## config.mk

```make
export PLATFORM = sky130hd
export DESIGN_NAME = floating_mulsub
export DESIGN_NICKNAME = d
export VERILOG_FILES = /design/src/rtl/floating_mulsub.sv
export SDC_FILE = /design/constraint.sdc
export NUM_CORES = 2
export LEC_CHECK = 0
export CAP_MARGIN = 5
export CORE_MARGIN = 2
export CORE_UTILIZATION = 60
export DETAILED_ROUTE_END_ITERATION = 16
export GPL_TIMING_DRIVEN = 1
export MAX_ROUTING_LAYER = met4
export PLACE_DENSITY = 0.78
export SLEW_MARGIN = 20
export SYNTH_ARGS = -nofsm -noshare
export SYNTH_HDL_FRONTEND = slang
export SYNTH_SLANG_ARGS = --single-unit
export TNS_END_PERCENT = 1
```

## constraint.sdc

```tcl
create_clock -name clk -period 14.87 [get_ports clk]
set_input_delay 2.974 -clock clk [delete_from_list [all_inputs] [get_ports clk]]
set_output_delay 2.974 -clock clk [all_outputs]
set_load 0.01 [all_outputs]
```

## src/rtl/floating_mulsub.sv

```systemverilog
// Two-stage unfused IEEE-754 single multiply-subtract: result = round(round(A*B) - C).
// Optional FMS_VALID_OUT_EN adds a 'valid' output driven by a two-deep EN history chain.
module floating_mulsub (
   input  logic        clk,
   input  logic        rst,
   input  logic        EN,
   input  logic [31:0] A,
   input  logic [31:0] B,
   input  logic [31:0] C,
`ifdef FMS_VALID_OUT_EN
   output logic        valid,
`endif
   output logic [31:0] result
);

   localparam logic [31:0] QNAN = 32'h7FC0_0000;

   // stage 1 registers: rounded product as a packed single plus the untouched subtrahend
   logic [31:0] s1_p, s1_c;

   logic        sa, sb;
   logic [7:0]  ea, eb;
   logic [22:0] fa, fb;
   logic        a_nan, b_nan, a_inf, b_inf, a_zero, b_zero;

   logic [47:0]        prod;
   logic [23:0]        m1;
   logic               g1, st1;
   logic [24:0]        m1_r;
   logic signed [9:0]  ex1;
   logic [22:0]        p_frac;
   logic               p_sign;
   logic [31:0]        p_word;

   assign {sa, ea, fa} = A;
   assign {sb, eb, fb} = B;
   assign a_nan  = (ea == 8'hFF) && (fa != '0);
   assign b_nan  = (eb == 8'hFF) && (fb != '0);
   assign a_inf  = (ea == 8'hFF) && (fa == '0);
   assign b_inf  = (eb == 8'hFF) && (fb == '0);
   assign a_zero = (ea == 8'h00);
   assign b_zero = (eb == 8'h00);

   always_comb begin
      p_sign = sa ^ sb;
      prod   = {1'b1, fa} * {1'b1, fb};
      ex1    = $signed({2'b00, ea}) + $signed({2'b00, eb}) - 10'sd127;
      if (prod[47]) begin
         m1  = prod[47:24];
         g1  = prod[23];
         st1 = |prod[22:0];
         ex1 = ex1 + 10'sd1;
      end else begin
         m1  = prod[46:23];
         g1  = prod[22];
         st1 = |prod[21:0];
      end
      m1_r = {1'b0, m1} + {24'd0, g1 & (st1 | m1[0])};
      if (m1_r[24])
         ex1 = ex1 + 10'sd1;
      p_frac = m1_r[24] ? m1_r[23:1] : m1_r[22:0];

      if (a_nan || b_nan || (a_inf && b_zero) || (b_inf && a_zero))
         p_word = QNAN;
      else if (a_inf || b_inf)
         p_word = {p_sign, 8'hFF, 23'd0};
      else if (a_zero || b_zero)
         p_word = {p_sign, 31'd0};
      else if (ex1 > 10'sd254)
         p_word = {p_sign, 8'hFF, 23'd0};
      else if (ex1 < 10'sd1)
         p_word = {p_sign, 31'd0};
      else
         p_word = {p_sign, ex1[7:0], p_frac};
   end

   logic        sp, sc;
   logic [7:0]  ep, ec;
   logic [22:0] fp, fc;
   logic        p_nan, c_nan, p_inf, c_inf, p_zero, c_zero;

   assign {sp, ep, fp} = s1_p;
   assign {sc, ec, fc} = s1_c;
   assign p_nan  = (ep == 8'hFF) && (fp != '0);
   assign c_nan  = (ec == 8'hFF) && (fc != '0);
   assign p_inf  = (ep == 8'hFF) && (fp == '0);
   assign c_inf  = (ec == 8'hFF) && (fc == '0);
   assign p_zero = (ep == 8'h00);
   assign c_zero = (ec == 8'h00);

   logic               p_big, sl, ss, eff_sub, found, g2, st2;
   logic [7:0]         el, es, d;
   logic [23:0]        ml, ms, m2;
   logic [63:0]        sh;
   logic [26:0]        small_al, norm;
   logic [27:0]        sum;
   logic [4:0]         lz;
   logic signed [9:0]  ex2;
   logic [24:0]        m2_r;
   logic [22:0]        r_frac;
   logic [31:0]        r_word;

   always_comb begin
      // operate on P + (-C): the larger magnitude fixes the exponent and result sign
      p_big = {ep, fp} >= {ec, fc};
      if (p_big) begin
         sl = sp;  el = ep; ml = {1'b1, fp};
         ss = ~sc; es = ec; ms = {1'b1, fc};
      end else begin
         sl = ~sc; el = ec; ml = {1'b1, fc};
         ss = sp;  es = ep; ms = {1'b1, fp};
      end
      d        = el - es;
      sh       = {ms, 40'd0} >> d;
      small_al = (d > 8'd26) ? 27'd1 : {sh[63:38], |sh[37:0]};
      eff_sub  = sl ^ ss;
      sum      = eff_sub ? ({1'b0, ml, 3'b000} - {1'b0, small_al})
                         : ({1'b0, ml, 3'b000} + {1'b0, small_al});

      lz    = '0;
      found = 1'b0;
      for (int unsigned i = 0; i < 27; i++) begin
         if (!found && sum[26 - i]) begin
            lz    = 5'(i);
            found = 1'b1;
         end
      end

      ex2 = $signed({2'b00, el});
      if (sum[27]) begin
         norm = {sum[27:2], sum[1] | sum[0]};
         ex2  = ex2 + 10'sd1;
      end else begin
         norm = sum[26:0] << lz;
         ex2  = ex2 - $signed({5'd0, lz});
      end
      m2   = norm[26:3];
      g2   = norm[2];
      st2  = norm[1] | norm[0];
      m2_r = {1'b0, m2} + {24'd0, g2 & (st2 | m2[0])};
      if (m2_r[24])
         ex2 = ex2 + 10'sd1;
      r_frac = m2_r[24] ? m2_r[23:1] : m2_r[22:0];

      if (p_nan || c_nan)
         r_word = QNAN;
      else if (p_inf && c_inf)
         r_word = (sp == sc) ? QNAN : {sp, 8'hFF, 23'd0};
      else if (p_inf)
         r_word = {sp, 8'hFF, 23'd0};
      else if (c_inf)
         r_word = {~sc, 8'hFF, 23'd0};
      else if (p_zero && c_zero)
         r_word = {sp & ~sc, 31'd0};
      else if (p_zero)
         r_word = {~sc, ec, fc};
      else if (c_zero)
         r_word = s1_p;
      else if (sum == '0)
         r_word = '0;
      else if (ex2 > 10'sd254)
         r_word = {sl, 8'hFF, 23'd0};
      else if (ex2 < 10'sd1)
         r_word = {sl, 31'd0};
      else
         r_word = {sl, ex2[7:0], r_frac};
   end

   always_ff @(posedge clk) begin
      if (rst) begin
         s1_p   <= '0;
         s1_c   <= '0;
         result <= '0;
      end else if (EN) begin
         s1_p   <= p_word;
         s1_c   <= C;
         result <= r_word;
      end
   end

`ifdef FMS_VALID_OUT_EN
   logic v1;

   always_ff @(posedge clk) begin
      if (rst) begin
         v1    <= 1'b0;
         valid <= 1'b0;
      end else begin
         v1    <= EN;
         valid <= v1;
      end
   end
`endif

endmodule

```

==> metrics.md <==
| Metric | Value |
|---|---|
| Drc violations | `0` |
| Drt wl/cell | `around 23 microns` |
| Setup crit end kind | `flop` |
| Post-synth EDFFs | `0` |
| Ys async rst share | `0` |
| Register bit total from synthesis | `between 90 and 100` |
| Min cycle time layout | `14.15 ns` |
| Worst-skew pair later-pin latency | `0.36 ns` |
| CTS tree | `built` |
| Final ANT Viol Nets | `0` |
| CP arrival | `14.43 ns` |
| Num rows | `90` |
| Layout Skew | `0.0112 ns` |
| CP most frequent cell | `buf_4` |
| Via count | `between 30000 and 40000` |
| Worst Max-Slew Pin Slew | `1.25 ns` |
| Clk sink count | `96` |
| CTS root buf | `clkbuf_16` |
| Finished layout cell area | `0.0406 sq mm` |
| Largest net degree at the start of global routing | `62` |
| Worst r2r dst | `result[24]` |
| Die Y | `~250 microns` |
| Syn Nets | `5610` |
| Post-DR vias/cell | `6.41` |
| Mean post-synth cell area | `just under 8 sq um` |
| Worst Hold Class | `flop to flop` |
| Period utilization | `0.952` |
| HPWL Detailed | `108000 microns` |
| Final hold vios | `0` |
| GP Congestion | `1.10` |
| Post-Syn Area | `0.0368 sq mm` |
| Initial DRC count | `3978` |
| Hold Path Sink | `result[26]` |
| Final core utilization | `0.671` |
| Max FO, Critical Path | `12` |
| Worst Reg-to-Reg Cells | `53` |
| Commonest non-fill, non-tap cells in the layout | `inv_1, nand2_1, fa_1` |
| Most common cell after layout, fill and taps aside | `inv_1` |
| P&R area growth vs syn | `10.4%` |
| Reg clk slew, reported paths | `0.08 ns` |
| Starting Density | `0.608` |
| H-tree levels | `3` |
| Critical Path Source | `s1_c[10]` |
| Die Width | `around 250 microns` |
| Final hold slack | `slightly below 0.5 ns` |
| Max Cap Viol | `0` |
| Nets | `just under 6000` |
| CP startpoint kind | `flop` |
| Hold path start | `result[26]` |
| Vias in the first global route | `36200` |
| Reg2Reg Setup Slack | `between 0.7 and 0.8 ns` |
| Setup TNS | `0 ns` |
| Dpl cell area | `0.0402 sq mm` |
| Endpoints failing setup | `0` |
| First-pass GRT wire length | `204000 microns` |
| First drt pass iteration count | `9` |
| CTS buffer count | `9` |
| Initial antenna violation count | `4` |
| Port-buffer cells | `130` |
| GRT Residual Overflow | `0` |
| Syn Inst Count | `4747` |
| Share of layout cells above drive strength 1 | `0.0904` |
| Share of the synthesized area in the top cell type | `0.264` |
| Core area | `0.0605 sq mm` |
| WP data required | `15.15 ns` |
| Crit Reg-Reg Startpoint | `s1_c[10]` |
| Max_slew headroom | `0.158` |
| Top cells by area, synth | `fa_1, ha_1, inv_1` |
| Max Root-Sink Buffers | `2` |
| Max-slew violation count | `0` |
| Sequential fraction of the synthesis area | `0.0523` |
| Ys Warns | `0` |
| Max incr delay on CP | `0.65 ns` |
| Die area | `0.0633 sq mm` |
| Number of library cell types mapped by synthesis | `between 100 and 150` |
| Outcome | `completed` |
| I/O pin count | `131` |
| Fmax | `0.0707 GHz` |
| Slowest CP cell | `or4b_2` |
| Synth area leader | `fa_1` |
| Hold path depth | `2` |
| Top_reg_cell synth | `dfxtp_1` |
| Global Route Usage Sum | `0.426` |
| Setup CP Type | `flop to flop` |
| Routed WL | `between 100000 and 150000 microns` |
[timing repair]
action	in CTS	in global routing
gates resized for setup	0	20
endpoints found under the setup margin	0	51
buffers inserted	0	1
hold buffers	0	0
[critical path, delay by kind of cell (launching register included)]
| family | cells | cell delay (ns) |
|---|---|---|
| compound gates | 27 | 6.63 |
| simple gates | 11 | 3.44 |
| buf+inv | 10 | 1.89 |
| mux | 2 | 0.56 |
| flops | 1 | 0.49 |
| fa+ha+maj | 3 | 1.04 |
[sequential cells by signal, summed over array words and instances (netlist names)]
signal  count
result     32
s1_c       32
s1_p       32
[through the flow]
step | std cells | worst slack [ns]
detailed placement | 5699 | 0.0946
CTS | 5715 | 0.429
global placement | 5699 | 0.420
floorplan | 4747 | 1.03
global route | 5720 | -0.0171
finish | 5720 | 0.717
[area by class of cell]
| class | instances | area, sq um |
|---|---|---|
| flip-flops and latches | 96 | 1920 |
| clock buffers | 9 | 225 |
| inverters | 691 | 2590 |
| diodes | 4 | 10.0 |
| fillers | 5195 | 19900 |
| well taps | 782 | 978 |
| multi-input cells | 3717 | 31300 |
| repair buffers | 414 | 3480 |
| clock inverters | 7 | 63.8 |
[cell usage after synthesis, types with 40 or more instances]
cell type / n
a21oi_1: 224
nor2_1: 293
nand3_1: 111
ha_1: 279
nand2_1: 582
dfxtp_1: 96
mux2i_1: 116
and2_1: 259
o21ai_0: 196
inv_1: 685
a211oi_1: 49
a21o_1: 57
o211ai_1: 51
nand4_1: 51
fa_1: 485
clkbuf_1: 195
xnor2_1: 96
nor4_1: 40
nor3_1: 88
[cell families (layout without fill, tap and decap cells)]
kind of cell    after synthesis  in the layout  share of synthesized area
fa+ha+maj                   764            764                      0.359
mux                         155            155                     0.0467
xor+xnor                    132            132                     0.0315
compound gates             1003           1003                      0.189
buf+inv                     934           1121                     0.0983
flops                        96             96                     0.0523
simple gates               1663           1663                      0.224
other cells                   0              4                          0
[routing by layer]
metal  up-vias  part of all wire  wire, microns  GRT usage
met5         -                 0              0          -
met4         0             0.050           6480      0.165
met3       456              0.11          14500     0.0917
met2      2152              0.45          58200      0.655
met1     17600              0.39          51400      0.550
li1      16400                 -              -          -
[how the worst max path moves through the flow]
stage	end	slack (ns)
after detailed placement	s1_p[9]	0.09
final	result[24]	0.72
after global routing	result[22]	-0.02
after CTS	s1_p[9]	0.43
after global placement	s1_p[5]	0.42
after floorplan	s1_p[15]	1.03
Power is not shown: default switching activity piles up to over one toggle a cycle in this logic, so the estimate is an artifact.
